## src/rtl/vga_pkg.sv

```systemverilog
// Shared VGA timing constants (640x480@60) and width helpers for the raster
// generator and its consumers.
package vga_pkg;

   localparam int H_ACTIVE_640 = 640;
   localparam int H_FP_640     = 16;
   localparam int H_SYNC_640   = 96;
   localparam int H_BP_640     = 48;
   localparam int V_ACTIVE_480 = 480;
   localparam int V_FP_480     = 10;
   localparam int V_SYNC_480   = 2;
   localparam int V_BP_480     = 33;
   localparam int CW_DEF       = 12;

   localparam int H_TOTAL_640 = H_SYNC_640 + H_BP_640 + H_ACTIVE_640 + H_FP_640;
   localparam int V_TOTAL_480 = V_SYNC_480 + V_BP_480 + V_ACTIVE_480 + V_FP_480;
   localparam int H_START_640 = H_SYNC_640 + H_BP_640;
   localparam int V_START_480 = V_SYNC_480 + V_BP_480;

   // Bits needed to hold 0..n-1.
   function automatic int width_for(input int n);
      return (n <= 2) ? 1 : $clog2(n);
   endfunction

endpackage

```

## src/rtl/vga_timing_gen_if.sv

```systemverilog
// Raster output bundle: pixel enable in, syncs/enable/coordinates/strobes out.
interface vga_timing_gen_if import vga_pkg::*; #(
   parameter int CW = CW_DEF
) ();

   logic          ce;
   logic          hsync;
   logic          vsync;
   logic          de;
   logic [CW-1:0] x;
   logic [CW-1:0] y;
   logic          line_start;
   logic          frame_start;

   modport master (input ce, output hsync, vsync, de, x, y, line_start, frame_start);
   modport slave  (output ce, input hsync, vsync, de, x, y, line_start, frame_start);

endinterface

```

## src/rtl/vga_axis_counter.sv

```systemverilog
// One raster axis: wrapping counter 0..TOTAL-1 with sync and active-window
// decode of the current count.
module vga_axis_counter import vga_pkg::*; #(
   parameter int CW        = CW_DEF,
   parameter int TOTAL     = H_TOTAL_640,
   parameter int SYNC      = H_SYNC_640,
   parameter int ACT_START = H_START_640,
   parameter int ACTIVE    = H_ACTIVE_640
) (
   input  logic          clk,
   input  logic          rst,
   input  logic          count_en,
   output logic [CW-1:0] count,
   output logic          wrap,
   output logic          sync_act,
   output logic          active
);

   localparam logic [CW-1:0] LAST_C  = CW'(TOTAL - 1);
   localparam logic [CW-1:0] SYNC_C  = CW'(SYNC);
   localparam logic [CW-1:0] START_C = CW'(ACT_START);
   // One extra bit: the window end may equal TOTAL, which can be 2**CW.
   localparam logic [CW:0]   END_C   = (CW+1)'(ACT_START + ACTIVE);

   assign wrap     = (count == LAST_C);
   assign sync_act = (count < SYNC_C);
   assign active   = (count >= START_C) && ({1'b0, count} < END_C);

   always_ff @(posedge clk or posedge rst) begin
      if (rst)           count <= '0;
      else if (count_en) count <= wrap ? '0 : count + 1'b1;
   end

endmodule

```

## src/rtl/vga_timing_gen.sv

```systemverilog
// Parametrised VGA raster timing generator: registered syncs, display enable,
// pixel coordinates and line/frame strobes, advancing one pixel per ce.
module vga_timing_gen import vga_pkg::*; #(
   parameter int H_ACTIVE = H_ACTIVE_640,
   parameter int H_FP     = H_FP_640,
   parameter int H_SYNC   = H_SYNC_640,
   parameter int H_BP     = H_BP_640,
   parameter int V_ACTIVE = V_ACTIVE_480,
   parameter int V_FP     = V_FP_480,
   parameter int V_SYNC   = V_SYNC_480,
   parameter int V_BP     = V_BP_480,
   parameter bit HS_POL   = 1'b0,
   parameter bit VS_POL   = 1'b0,
   parameter int CW       = CW_DEF
) (
   input  logic                clk,
   input  logic                rst,
   vga_timing_gen_if.master    vga
);

   localparam int H_TOTAL = H_SYNC + H_BP + H_ACTIVE + H_FP;
   localparam int V_TOTAL = V_SYNC + V_BP + V_ACTIVE + V_FP;
   localparam int H_START = H_SYNC + H_BP;
   localparam int V_START = V_SYNC + V_BP;
   localparam logic [CW-1:0] H_START_C = CW'(H_START);
   localparam logic [CW-1:0] V_START_C = CW'(V_START);

   if (H_ACTIVE == 0 || H_FP == 0 || H_SYNC == 0 || H_BP == 0 ||
       V_ACTIVE == 0 || V_FP == 0 || V_SYNC == 0 || V_BP == 0 ||
       width_for(H_TOTAL) > CW || width_for(V_TOTAL) > CW) begin : g_bad_cfg
      $fatal(1, "vga_timing_gen: zero timing parameter or CW too narrow");
   end

   logic [CW-1:0] h_count, v_count;
   logic          h_wrap, v_wrap_unused;
   logic          h_sync_act, v_sync_act, h_act, v_act;
   logic          de_nxt;

   vga_axis_counter #(
      .CW(CW), .TOTAL(H_TOTAL), .SYNC(H_SYNC), .ACT_START(H_START), .ACTIVE(H_ACTIVE)
   ) u_h (
      .clk(clk), .rst(rst), .count_en(vga.ce),
      .count(h_count), .wrap(h_wrap), .sync_act(h_sync_act), .active(h_act)
   );

   vga_axis_counter #(
      .CW(CW), .TOTAL(V_TOTAL), .SYNC(V_SYNC), .ACT_START(V_START), .ACTIVE(V_ACTIVE)
   ) u_v (
      .clk(clk), .rst(rst), .count_en(vga.ce & h_wrap),
      .count(v_count), .wrap(v_wrap_unused), .sync_act(v_sync_act), .active(v_act)
   );

   assign de_nxt = h_act & v_act;

   // Outputs decode the counter state seen on this ce, so they trail it by one ce.
   always_ff @(posedge clk or posedge rst) begin
      if (rst) begin
         vga.hsync       <= ~HS_POL;
         vga.vsync       <= ~VS_POL;
         vga.de          <= 1'b0;
         vga.x           <= '0;
         vga.y           <= '0;
         vga.line_start  <= 1'b0;
         vga.frame_start <= 1'b0;
      end else if (vga.ce) begin
         vga.hsync       <= h_sync_act ? HS_POL : ~HS_POL;
         vga.vsync       <= v_sync_act ? VS_POL : ~VS_POL;
         vga.de          <= de_nxt;
         vga.x           <= de_nxt ? h_count - H_START_C : '0;
         vga.y           <= de_nxt ? v_count - V_START_C : '0;
         vga.line_start  <= (h_count == '0);
         vga.frame_start <= (h_count == '0) && (v_count == '0);
      end
   end

endmodule

```

## src/flat_wrapper.sv

```systemverilog
// flat-port wrapper written by rule: the top's interface ports become plain ports
module vga_timing_gen_flat import vga_pkg::*;
#(
   parameter int H_ACTIVE = H_ACTIVE_640,
   parameter int H_FP     = H_FP_640,
   parameter int H_SYNC   = H_SYNC_640,
   parameter int H_BP     = H_BP_640,
   parameter int V_ACTIVE = V_ACTIVE_480,
   parameter int V_FP     = V_FP_480,
   parameter int V_SYNC   = V_SYNC_480,
   parameter int V_BP     = V_BP_480,
   parameter bit HS_POL   = 1'b0,
   parameter bit VS_POL   = 1'b0,
   parameter int CW       = CW_DEF
)
  (clk, rst, vga_ce, vga_hsync, vga_vsync, vga_de, vga_x, vga_y, vga_line_start, vga_frame_start);
  vga_timing_gen_if #(.CW(CW)) vga_i ();
  input  logic clk;
  input  logic rst;
  input wire logic [$bits(vga_i.ce)-1:0] vga_ce;
  output wire logic [$bits(vga_i.hsync)-1:0] vga_hsync;
  output wire logic [$bits(vga_i.vsync)-1:0] vga_vsync;
  output wire logic [$bits(vga_i.de)-1:0] vga_de;
  output wire logic [$bits(vga_i.x)-1:0] vga_x;
  output wire logic [$bits(vga_i.y)-1:0] vga_y;
  output wire logic [$bits(vga_i.line_start)-1:0] vga_line_start;
  output wire logic [$bits(vga_i.frame_start)-1:0] vga_frame_start;
  assign vga_i.ce = vga_ce;
  assign vga_hsync = vga_i.hsync;
  assign vga_vsync = vga_i.vsync;
  assign vga_de = vga_i.de;
  assign vga_x = vga_i.x;
  assign vga_y = vga_i.y;
  assign vga_line_start = vga_i.line_start;
  assign vga_frame_start = vga_i.frame_start;
  vga_timing_gen #(.H_ACTIVE(H_ACTIVE), .H_FP(H_FP), .H_SYNC(H_SYNC), .H_BP(H_BP), .V_ACTIVE(V_ACTIVE), .V_FP(V_FP), .V_SYNC(V_SYNC), .V_BP(V_BP), .HS_POL(HS_POL), .VS_POL(VS_POL), .CW(CW)) u_core (.clk(clk), .rst(rst), .vga(vga_i));
endmodule
```

## config.mk

```make
export PLATFORM = sky130hd
export DESIGN_NAME = vga_timing_gen_flat
export DESIGN_NICKNAME = d
export VERILOG_FILES = /design/src/rtl/vga_pkg.sv /design/src/rtl/vga_timing_gen_if.sv /design/src/rtl/vga_axis_counter.sv /design/src/rtl/vga_timing_gen.sv /design/src/flat_wrapper.sv
export SDC_FILE = /design/constraint.sdc
export NUM_CORES = 1
export LEC_CHECK = 0
export ABC_AREA = 0
export BUFFER_PORTS_ARGS = -buffer_cell sky130_fd_sc_hd__buf_2
export CAP_MARGIN = 20
export CORE_MARGIN = 1
export CORE_UTILIZATION = 35
export CTS_CLUSTER_SIZE = 10
export DETAILED_ROUTE_END_ITERATION = 8
export PLACE_DENSITY = 0.61
export SLEW_MARGIN = 20
export SYNTH_ARGS = -nofsm -noshare
export SYNTH_HDL_FRONTEND = slang
export SYNTH_HIERARCHICAL = 1
export SYNTH_SLANG_ARGS = --single-unit
```

## constraint.sdc

```tcl
create_clock -name clk -period 6.85 [get_ports clk]
set_input_delay 0.3425 -clock clk [delete_from_list [all_inputs] [get_ports clk]]
set_output_delay 0.3425 -clock clk [all_outputs]
set_load 0.02 [all_outputs]
```

==> impl_metrics.ini <==
[global_routing]
first_global_vias = 2006
grt_start_max_net_pins = 40
grt_pass1_wl_mm = 10.1
grt-ovfl-total = 0
antenna_found_initial = 0
grt_usage_pct = 15.0

[layout]
drive_above_1_share_pct = 18.2
final_util_pct = 41.4
final_net_count = 334
area_growth_pct = 12.8
instances_no_fill = 426
final_design_area_no_fill_mm2 = 0.00325
diodes = 0

[floorplanning]
die_width_um = 92.7
io_pins = 32
fp-row-count = 32
die_h_um = 92.7
core_area_mm2 = 0.00785
die-area_mm2 = 0.00860
start_util_pct = 36.7

[synth]
syn-mean-instance-area_um2 = 9.83
synth_top_family_by_area = simple AND/OR/NAND/NOR gates
synth-seq-cells = 53
ys.flop_type = dfrtp_1
syn_area_mm2 = 0.00288
synth_nets = 304
muxShareOfSynthArea_pct = 1.78
synthAdderAreaFrac_pct = 3.48
synthXorXnorAreaFrac_pct = 8.82
synth_edf_count = 0
yosys.area_share.simple_pct = 17.9
ys_seq_area_share_pct = 46.1
synth-compound-area-share_pct = 14.2
synth.area.top_cells = dfrtp_1 (44%), inv_1 (6.0%), xnor2_1 (5.8%), o22ai_1 (4.1%), ha_1 (3.5%)
yosysUniqueCellTypes = 55
syn_inst = 293
synthArstFlopShare_pct = 100
ys_warn_count = 6
synth.top_cell.area_share_pct = 44.3
synth_top_area_cell = dfrtp_1

[sta]
slew_violations = 0
period_needed_ps = 2680
hold_violations = 0
slew_headroom_pct = 47.7
fin_skew_ps = 8.98
holdWs_ps = 470
tightest_slew_ps = 782
final-setup-viol-count = 0
timing.fmax_mhz = 373
rsz0062_at_grt = no
tns_ps = 0
fin_crit_sh_pct = 39.1

[placed_design]
io_buffers = 31
gp_congestion = 0.789
dp.final_hpwl_mm = 4.21
dp_cells = 417
dpl_cell_area_mm2 = 0.00312

[route]
drtIter0Drc = 109
routed_wl_mm = 6.11
wl_per_cell_um = 14.3
dr_total_vias = 2154
firstDrtPassIters = 4
drc = 0
ant_nets = 0
vias_per_cell = 5.06

[power]
p_clk_share_pct = 31.3
switchingPower_uw = 211
power_density_mw_per_mm2 = 218
combPwrFrac_pct = 14.7
leakagePower_uw = 0.00147
p_int_uw = 496
switching_share_pct = 29.8
p_seq_share_pct = 54.0
vdd_drop_max_uv = 86.4

[setup_path]
crit_fanout = 13
critPathSlowestCell = or4_1
critPathLaunchType = flop
required_ps = 7080
critPathCaptureType = flop
crit_type = reg2reg
worst-path-buf-inv = 0
path_cells = or3_4 -> nor4_1 -> and2_1 -> nand4_1 -> or4_1 -> a22oi_1
worstPathArrival_ps = 2910
cpPeakStageDelay_ps = 510
path_delay_family = simple AND/OR/NAND/NOR gates

[clocking]
clk_pin_slew_worst_paths_ps = 100
clockBufferDepth = 2
clkLatencyLatePin_ps = 310
cts_resized = 0
cts_buffers = 5
cts_tree = yes
post_cts_buffers = 0
ctsHtreeMaxLevel = 2
root_buffer = clkbuf_8
cts_sinks = 53

[status]
outcome = completed

[flow_run]
maxCapViolCount = 0

[min_path]
worstHoldPathType = reg2reg
==> kinds of logic (layout without fill, tap and decap cells) <==
group / count (synthesis) / after routing
fa+ha+maj: 8 / 8
buf+inv: 56 / 87
compound gates: 55 / 55
xor+xnor: 29 / 29
simple gates: 87 / 87
mux: 5 / 5
flops: 53 / 53
==> worst register-to-register path: stages, from the launching register on <==
cell and delay, ps:
dfrtp_1 500, or3_4 470, nor4_1 280, and2_1 450, nand4_1 240, or4_1 510
a22oi_1 160
==> routing by layer <==
layer  track usage, %  vias up  wire length [µm]
met5                0        -                 0
met4             4.23        0                51
met3             3.20        5               257
met2             22.3       44              2690
met1             22.0     1029              3110
li1                 -     1076                 -
==> sequential cells by signal, indices dropped and copies added, names as in the netlist <==
signal and count:
u_core/u_h/count 12, u_core/u_v/count 12, u_core/vga.x 12, u_core/vga.y 12
u_core/vga.de 1, u_core/vga.frame_start 1, u_core/vga.hsync 1, u_core/vga.line_start 1
u_core/vga.vsync 1
==> cell usage after synthesis (all sizes together), types with 2 or more instances <==
| cell | instances |
|---|---|
| nand3 | 7 |
| nor2 | 13 |
| a211oi | 3 |
| ha | 8 |
| a2111oi | 3 |
| o22ai | 20 |
| dfrtp | 51 |
| o21ai | 12 |
| nand2 | 20 |
| mux2i | 4 |
| or3 | 3 |
| dfstp | 2 |
| clkbuf | 7 |
| xor2 | 10 |
| xnor2 | 19 |
| a21oi | 4 |
| or4 | 6 |
| and3 | 2 |
| nand4 | 10 |
| nor4 | 6 |
| nand2b | 4 |
| o31ai | 3 |
| buf | 3 |
| inv | 46 |
| nor3 | 10 |
==> power groups by stage <==
stage / Combinational, µW / Sequential, µW / Clock, µW
after floorplan: 89.0 / 371 / 0
after global routing: 120 / 388 / 239
after global placement: 101 / 386 / 0
after detailed placement: 103 / 387 / 0
after CTS: 105 / 381 / 228
final: 104 / 382 / 221
==> through the flow <==
| step | setup slack [ps] | total power (µW) |
|---|---|---|
| finish | 4170 | 707 |
| global route | 3860 | 746 |
| CTS | 4150 | 714 |
| detailed placement | 4180 | 491 |
| global placement | 4240 | 486 |
| floorplan | 4690 | 460 |
==> what timing repair did <==
action                                 in CTS  in global routing
endpoints found under the hold margin       4                  0
setup endpoints to repair                   0                  0
hold buffers                                1                  0
==> worst paths after layout <==
kind	from	endpoint	slack, ps	cells after the start
max	u_core/u_h/count[7]	u_core/u_v/count[9]	4170	6
min in group asynchronous	rst	u_core/vga.x[1]	510	3
max reg2reg	u_core/u_h/count[7]	u_core/u_v/count[9]	4170	6
max in group asynchronous	rst	u_core/vga.hsync	5700	4
min	u_core/vga.hsync	u_core/vga.hsync	470	2
min reg2reg	u_core/vga.hsync	u_core/vga.hsync	470	2
==> area by class of cell <==
cell class / instances / area (µm²)
fill: 811 / 4600
multi-input combinational: 184 / 1330
sequential: 53 / 1330
timing repair buffer: 33 / 173
inverter: 46 / 173
tap: 102 / 128
clock buffer: 7 / 86.3
clock inverter: 1 / 30.0
==> placed cells by master (no fill, tap or decap), types with 2 or more instances in the layout <==
cell       n
dfrtp_1   51
nand2_1   20
o22ai_1   19
or4_4      3
nand3_1    7
nor3_1     9
nor4_1     5
nor2_1    13
xor2_1    10
nand2b_1   4
a211oi_1   3
mux2i_1    4
dfstp_2    2
ha_1       8
nand4_1    9
xnor2_1   19
clkbuf_8   6
or4_1      3
a21oi_1    3
o21ai_0   12
inv_1     46
buf_2     31
o31ai_1    3
No activity file was read; power rests on OpenSTA's default activity.
